--- config.mk ---
export PLATFORM = sky130hd
export DESIGN_NAME = button_pulse_gen
export DESIGN_NICKNAME = d
export VERILOG_FILES = /design/src/rtl/button_pulse_gen.sv
export SDC_FILE = /design/constraint.sdc
export NUM_CORES = 1
export LEC_CHECK = 0
export ABC_CLOCK_PERIOD_IN_PS = 2000
export CAP_MARGIN = 40
export CORE_ASPECT_RATIO = 1.25
export CORE_UTILIZATION = 25
export CTS_CLUSTER_SIZE = 40
export DETAILED_ROUTE_END_ITERATION = 8
export RECOVER_POWER = 25
export SETUP_SLACK_MARGIN = 0.02
export SLEW_MARGIN = 20
export SYNTH_ARGS = -nofsm -noshare
export SYNTH_HDL_FRONTEND = slang
export SYNTH_SLANG_ARGS = --single-unit
--- constraint.sdc ---
create_clock -name clkin -period 2 [get_ports clkin]
set_input_delay 0.2 -clock clkin [delete_from_list [all_inputs] [get_ports clkin]]
set_output_delay 0.2 -clock clkin [all_outputs]
set_load 0.01 [all_outputs]
--- src/rtl/button_pulse_gen.sv ---
// Push-button conditioner for the PWM duty counter: synchronise, debounce,
// detect presses, auto-repeat while held, and arbitrate opposing inc/dec pairs.
module button_pulse_gen #(
  parameter int N_BTN        = 4,
  parameter int DB_CYCLES    = 16,
  parameter int REPEAT_EN    = 1,
  parameter int REPEAT_DELAY = 64,
  parameter int REPEAT_RATE  = 16,
  parameter int CW           = 16
) (
  input  logic             clkin,
  input  logic             reset,
  input  logic [N_BTN-1:0] btn_n,
  output logic [N_BTN-1:0] pulse,
  output logic [N_BTN-1:0] level
);

  typedef enum logic [1:0] {IDLE, FIRST, REPEAT} state_t;

  localparam logic [CW-1:0] DB_LAST   = CW'(DB_CYCLES - 1);
  localparam logic [CW-1:0] DLY_LAST  = CW'(REPEAT_DELAY - 1);
  localparam logic [CW-1:0] RATE_LAST = CW'(REPEAT_RATE - 1);

  logic [N_BTN-1:0] w_raw;
  logic [N_BTN-1:0] w_rival;
  logic [N_BTN-1:0] r_pulse;

  genvar g;
  generate
    for (g = 0; g < N_BTN; g++) begin : g_btn
      logic          r_sync_p0;
      logic          r_sync_p1;
      logic          r_level;
      logic [CW-1:0] r_db_cnt;
      logic [CW-1:0] r_rt;
      state_t        r_state;

      always_ff @(posedge clkin) begin
        if (reset) begin
          r_sync_p0 <= 1'b0;
          r_sync_p1 <= 1'b0;
          r_level   <= 1'b0;
          r_db_cnt  <= '0;
          r_rt      <= '0;
          r_state   <= IDLE;
        end else begin
          r_sync_p0 <= ~btn_n[g];
          r_sync_p1 <= r_sync_p0;

          // Level only moves after DB_CYCLES consecutive disagreeing samples.
          if (r_sync_p1 == r_level) begin
            r_db_cnt <= '0;
          end else if (r_db_cnt == DB_LAST) begin
            r_level  <= r_sync_p1;
            r_db_cnt <= '0;
          end else begin
            r_db_cnt <= r_db_cnt + CW'(1);
          end

          case (r_state)
            IDLE: begin
              if (r_level) begin
                r_state <= FIRST;
                r_rt    <= '0;
              end
            end
            FIRST: begin
              if (!r_level) begin
                r_state <= IDLE;
              end else if (REPEAT_EN != 0) begin
                if (r_rt == DLY_LAST) begin
                  r_state <= REPEAT;
                  r_rt    <= '0;
                end else begin
                  r_rt <= r_rt + CW'(1);
                end
              end
            end
            REPEAT: begin
              if (!r_level) begin
                r_state <= IDLE;
              end else if (r_rt == RATE_LAST) begin
                r_rt <= '0;
              end else begin
                r_rt <= r_rt + CW'(1);
              end
            end
            default: r_state <= IDLE;
          endcase
        end
      end

      assign w_raw[g] = r_level &&
                        ((r_state == IDLE) ||
                         ((r_state == FIRST) && (REPEAT_EN != 0) && (r_rt == DLY_LAST)) ||
                         ((r_state == REPEAT) && (r_rt == RATE_LAST)));
      assign level[g] = r_level;

      // inc/dec partners are bit pairs (0,2) and (1,3).
      if ((g < 4) && ((g ^ 2) < N_BTN)) begin : g_pair
        assign w_rival[g] = w_raw[g ^ 2];
      end else begin : g_solo
        assign w_rival[g] = 1'b0;
      end
    end
  endgenerate

  always_ff @(posedge clkin) begin
    if (reset) begin
      r_pulse <= '0;
    end else begin
      r_pulse <= w_raw & ~w_rival;
    end
  end

  assign pulse = r_pulse;

endmodule

# Word-level counts from Yosys, hierarchy flattened
# Index checks and enable logic that the tools add are counted.
[classes]
addsub = 8
n_eq_ne = 44
mux = 44
n_bitwise = 10
reduce_logical = 44
[ops]
columns = ["op", "n"]
rows = [
  ["two-way mux 16 bit", 20],
  ["case mux 16 bit (3 select lines)", 4],
  ["adder 16 x 1 -> 16 bit, second input constant", 8],
  ["== test 16 x 4 -> 1 bit, second input constant", 8],
  ["== test 16 x 6 -> 1 bit, second input constant", 4],
  ["two-way mux 2 bit", 16],
  ["!= test 2 bit, second input constant", 16],
  ["case mux 2 bit (3 select lines)", 4],
  ["AND reduction 4 bit", 4],
  ["logical AND 1 bit", 12],
  ["!= test 3 bit, second input constant", 4],
  ["AND reduction 3 bit", 4],
  ["nonzero test 3 bit", 4],
  ["OR reduction 3 bit", 4],
  ["== test 2 x 1 -> 1 bit, second input constant", 4],
  ["== test 2 bit, second input constant", 4],
  ["zero test 2 bit", 4],
  ["logical OR 1 bit", 8],
  ["inverter 1 bit", 8],
  ["AND reduction 2 bit", 4],
  ["bitwise AND 4 bit", 1],
  ["== test 1 bit", 4],
  ["inverter 4 bit", 1],
]
[totals]
reg_bits = 152

# Longest topological paths before layout
[logic_depth]
depth_word = 7
ltp_mapped = 8

# Least setup slack after synthesis
# No wires, ideal clock.
[synth_path]
path_kind = "reg-to-reg"
startpoint = "register g_btn[2].r_state[0]"
endpoint = "register g_btn[2].r_rt[12]"
setup_ps = 80
arrival_time_ps = 1858
required_time_ps = 1920
slack_ps = 62
path_stages_with_launch = 8
cell_sequence = "dfxtp_1 > inv_1 > ha_1 > clkbuf_2 > o311ai_1 > or4_1 > or3_1 > a22oi_1"
[synth_between]
elab_chain_len = 3
elab_cells_between_ends = 9
cone_classes = "5 x eq/ne; 1 x mux; 3 x reduce/logical"
[synth_rtl]
columns = ["item", "line_no", "rtl"]
rows = [
  ["from (decl)", "36", "state_t r_state;"],
  ["from (signal assigned)", "45", "r_state <= IDLE;"],
  ["from (signal assigned)", "63", "r_state <= FIRST;"],
  ["from (signal assigned)", "69", "r_state <= IDLE;"],
  ["== test 2 bit (tied with other cells)", "60", "case (r_state)"],
  ["!= test 2 bit (no source line) or nonzero test 3 bit (tied branches)", "--", ""],
  ["AND reduction 4 bit (no source line)", "--", ""],
  ["to (signal assigned)", "75", "r_rt <= r_rt + CW'(1);"],
  ["to (signal assigned)", "85", "r_rt <= r_rt + CW'(1);"],
  ["to (decl)", "35", "logic [CW-1:0] r_rt;"],
]
# Parallel ways exist; a longest one is shown, timed or not.
# A chain may end at the register's enable or synchronous reset.

# Worst setup path after layout
[layout_path]
startpoint = "register g_btn[1].r_state[0]"
endpoint = "register g_btn[1].r_rt[11]"
[layout_between]
elab_chain_len = 3
elab_cells_between_ends = 9
cone_classes = "5 x eq/ne; 1 x mux; 3 x reduce/logical"
[layout_rtl]
columns = ["item", "line_no"]
rows = [
  ["from (decl)", "36"],
  ["from (signal assigned)", "45"],
  ["from (signal assigned)", "63"],
  ["from (signal assigned)", "69"],
  ["== test 2 bit (tied with other cells)", "60"],
  ["!= test 2 bit (no source line) or nonzero test 3 bit (tied branches)", "--"],
  ["AND reduction 4 bit (no source line)", "--"],
  ["to (signal assigned)", "75"],
  ["to (signal assigned)", "85"],
  ["to (decl)", "35"],
]
# Parallel ways exist; a longest one is shown, timed or not.

==> results.toml <==
[synthesis]
synth_top_family_by_area = "simple AND/OR/NAND/NOR gates"
yosys_warnings = 0
syn_nets = 868
syn_area_sq_mm = 0.007410
syn_area_per_cell_sq_um = 8.842
seq_area_frac_synth_pct = 41.07
synth.area.mux_share_pct = 1.773
synth_top_area_share_pct = 41.07
synthAdderAreaFrac_pct = 4.053
synth_edf_count = 0
synth_async_sr_flop_share_pct = 0
ys_ff_latch = 152
synth_compound_area_share_pct = 12.28
yosysTopAreaCell = "dfxtp_1"
synthSimpleGateAreaFrac_pct = 26.36
ys.flop_type = "dfxtp_1"
synth_cells = 838
synth_area_leaders = "dfxtp_1, xnor2_1, xor2_1, a21oi_1, ha_1"
synth-xor-area-share_pct = 10.87
ys_types = 67

[critical_path]
rrSetupSlack_ps = 100
r2r-start = "g_btn[1].r_state[0]"
reg2regPathDepth = 6
path_max_fanout = 6
worstSetupPathType = "flop to flop"
critPathRequiredTime_ps = 2340
start_kind = "flop"
reg2reg_to = "g_btn[1].r_rt[11]"
arrival_ps = 2240
endpoint_kind = "flop"

[timing]
slew_headroom_pct = 68.91
max_clock_freq_mhz = 527.1
finalClockSkew_ps = 9.565
rsz0062_at_grt = "true"
setup_viol = 0
finalMaxSlewViolations = 0
timing_hold_violations_final = 0
period_minus_slack_ps = 1897
fin_crit_sh_pct = 94.86
tightest_slew_ps = 465.3

[finish]
seqCellArea_sq_mm = 0.003047
drive_gt1_share_pct = 12.86
layout.nets = 911
fill_cells = 3030
syn2layout_area_growth_pct = 21.11
design_area_sq_mm = 0.008974
multi_input_area_sq_mm = 0.004193
n_antenna_cell = 0
layout.cells.non_filler = 1290

[routing]
routedWlPerCell_microns = 11.75
drt_iter0_drc = 300
ant_nets = 0
dr_total_vias = 5994
drt-vias-per-instance = 4.647
drcViolationCount = 0
first_pass_iters = 4
drt_wl_total_mm = 15.16

[floorplanning]
die_w_microns = 156.0
die_h_microns = 194.5
core_area_sq_mm = 0.02917
ios = 14
dieArea_sq_mm = 0.03034
num_rows = 70
initial_core_util_pct = 25.41

[global_routing]
antenna_found_initial = 0
grt-ovfl-total = 0
grt_pass1_wl_mm = 25.72
grt_pass1_vias = 5638
grt_max_degree = 17
grt_use_total_pct = 10.29

[min_path]
min_to = "g_btn[3].r_sync_p0"
worstHoldStart = "btn_n[3]"
whs_path_depth = 2
min_path_type = "input port to flop"

[placement]
dp_cells = 1256
hpwl_mm = 10.47
numPortBuffers = 13
placed_cell_area_sq_mm = 0.008218
gp_congestion = 0.7795

[clock_network]
clock_latency_ps = 420
cts_hold_buf = 0
cts_root_buf = "clkbuf_16"
cts_buffer_depth = 2
htreeDepth = 4
cts_tree = "done"
cts_buffers = 17
clock_sinks = 152
cts.clk_slew.worst_paths_ps = 60

[job]
drv_cap = 0

[power]
peakVddDrop_mv = 0.5779
power_density_mw_per_mm2 = 763.9
p_leak_nw = 3.015

[outcome]
status = "completed"
[through the flow]
| step | TNS (ps) | power (mW) | hold slack (ps) | setup WS [ps] | utilization (%) |
|---|---|---|---|---|---|
| finish | 0 | 6.855 | 296.9 | 102.9 | 30.77 |
| global route | -16.04 | 7.111 | 310.4 | -16.04 | 30.77 |
| detailed placement | -1.692 | 3.436 | 423.9 | -1.692 | 28.18 |
| CTS | 0 | 6.922 | 274.5 | 7.373 | 30.38 |
| floorplan | 0 | 3.336 | 266.7 | 62.41 | - |
| global placement | 0 | 3.434 | 418.4 | 78.13 | 28.18 |
[kinds of logic (layout without fill, tap and decap cells)]
| family | after synthesis | after routing |
|---|---|---|
| adders and majority gates | 24 | 24 |
| and+or+nand+nor | 356 | 356 |
| muxes | 13 | 13 |
| buffers and inverters | 59 | 115 |
| AOI/OAI and AO/OA | 142 | 142 |
| DFF | 152 | 152 |
| xor gates and xnor gates | 92 | 92 |
[synth_stat cells (22+ instances only)]
master / n
xor2_1: 46
inv_1: 23
dfxtp_1: 152
nand3_1: 45
nor2_1: 80
nor4_1: 26
nand4_1: 38
ha_1: 24
o21ai_0: 26
nand2_1: 51
and3_1: 22
a21oi_1: 60
or3_1: 25
xnor2_1: 46
[what timing repair did]
action | CTS | global route
setup endpoints to repair | 4 | 52
gates cloned | 0 | 1
gates resized for setup | 1 | 25
pin swaps | 0 | 2
setup buffers | 0 | 1
[placed cells by master (no fill, tap or decap), types with 12 or more instances in the layout]
cell and instances:
a21oi_1 59, a22oi_1 18, and3_1 22, and4_1 13, buf_4 42, clkbuf_16 18
dfxtp_1 149, ha_1 16, inv_1 21, mux2i_1 12, nand2_1 50, nand3_1 44
nand4_1 38, nor2_1 80, nor3_1 18, nor4_1 25, o21ai_0 26, or3_1 24
xnor2_1 46, xor2_1 46
[critical path, cell delays in order (launching register included)]
cell and delay [ps]:
dfxtp_1 340, inv_2 110, ha_2 210, o31ai_2 110, or4_4 580, or3_1 320, a22oi_1 150
[cell type report]
type                       instances  share of cell area [%]
tap                              396                   5.521
inverter                          23                  0.9621
sequential                       152                   33.95
clock inverter                    13                   2.119
clock buffer                      19                   4.936
multi-input combinational        627                   46.72
timing repair buffer              60                   5.786
[worst max path at each step]
stage | slack [ps] | to | cells past startpoint | start
finish | 100 | g_btn[1].r_rt[11] | 6 | g_btn[1].r_state[0]
global route | -20 | g_btn[1].r_rt[15] | 6 | g_btn[1].r_state[0]
CTS | 7 | pulse[2] | 5 | g_btn[2].r_rt[0]
detailed placement | -2 | g_btn[2].r_rt[12] | 6 | g_btn[2].r_rt[0]
global placement | 80 | g_btn[1].r_rt[11] | 6 | g_btn[1].r_state[0]
floorplan | 60 | g_btn[2].r_rt[12] | 7 | g_btn[2].r_state[0]
[power by group]
group | internal (mW) | switching (mW) | total, mW
Sequential | 3.05 | 0.0174 | 3.07
Combinational | 0.135 | 0.188 | 0.323
Clock | 2.14 | 1.32 | 3.46
Total | 5.33 | 1.53 | 6.85
[flip-flops by register name, summed over array words and instances (netlist names)]
signal,flops
g_btn.r_sync_p1,4
g_btn.r_sync_p0,4
pulse,4
g_btn.r_db_cnt,64
g_btn.r_state,8
g_btn.r_level,4
g_btn.r_rt,64
[routing by layer]
| metal | vias up | track usage [%] | wire length, microns |
|---|---|---|---|
| met1 | 2796 | 12.38 | 7249 |
| met5 | - | 0 | 0 |
| met4 | 0 | 4.067 | 216 |
| met2 | 56 | 17.51 | 7291 |
| li1 | 3128 | - | - |
| met3 | 14 | 2.408 | 401 |
No activity file was read; power rests on OpenSTA's default activity.
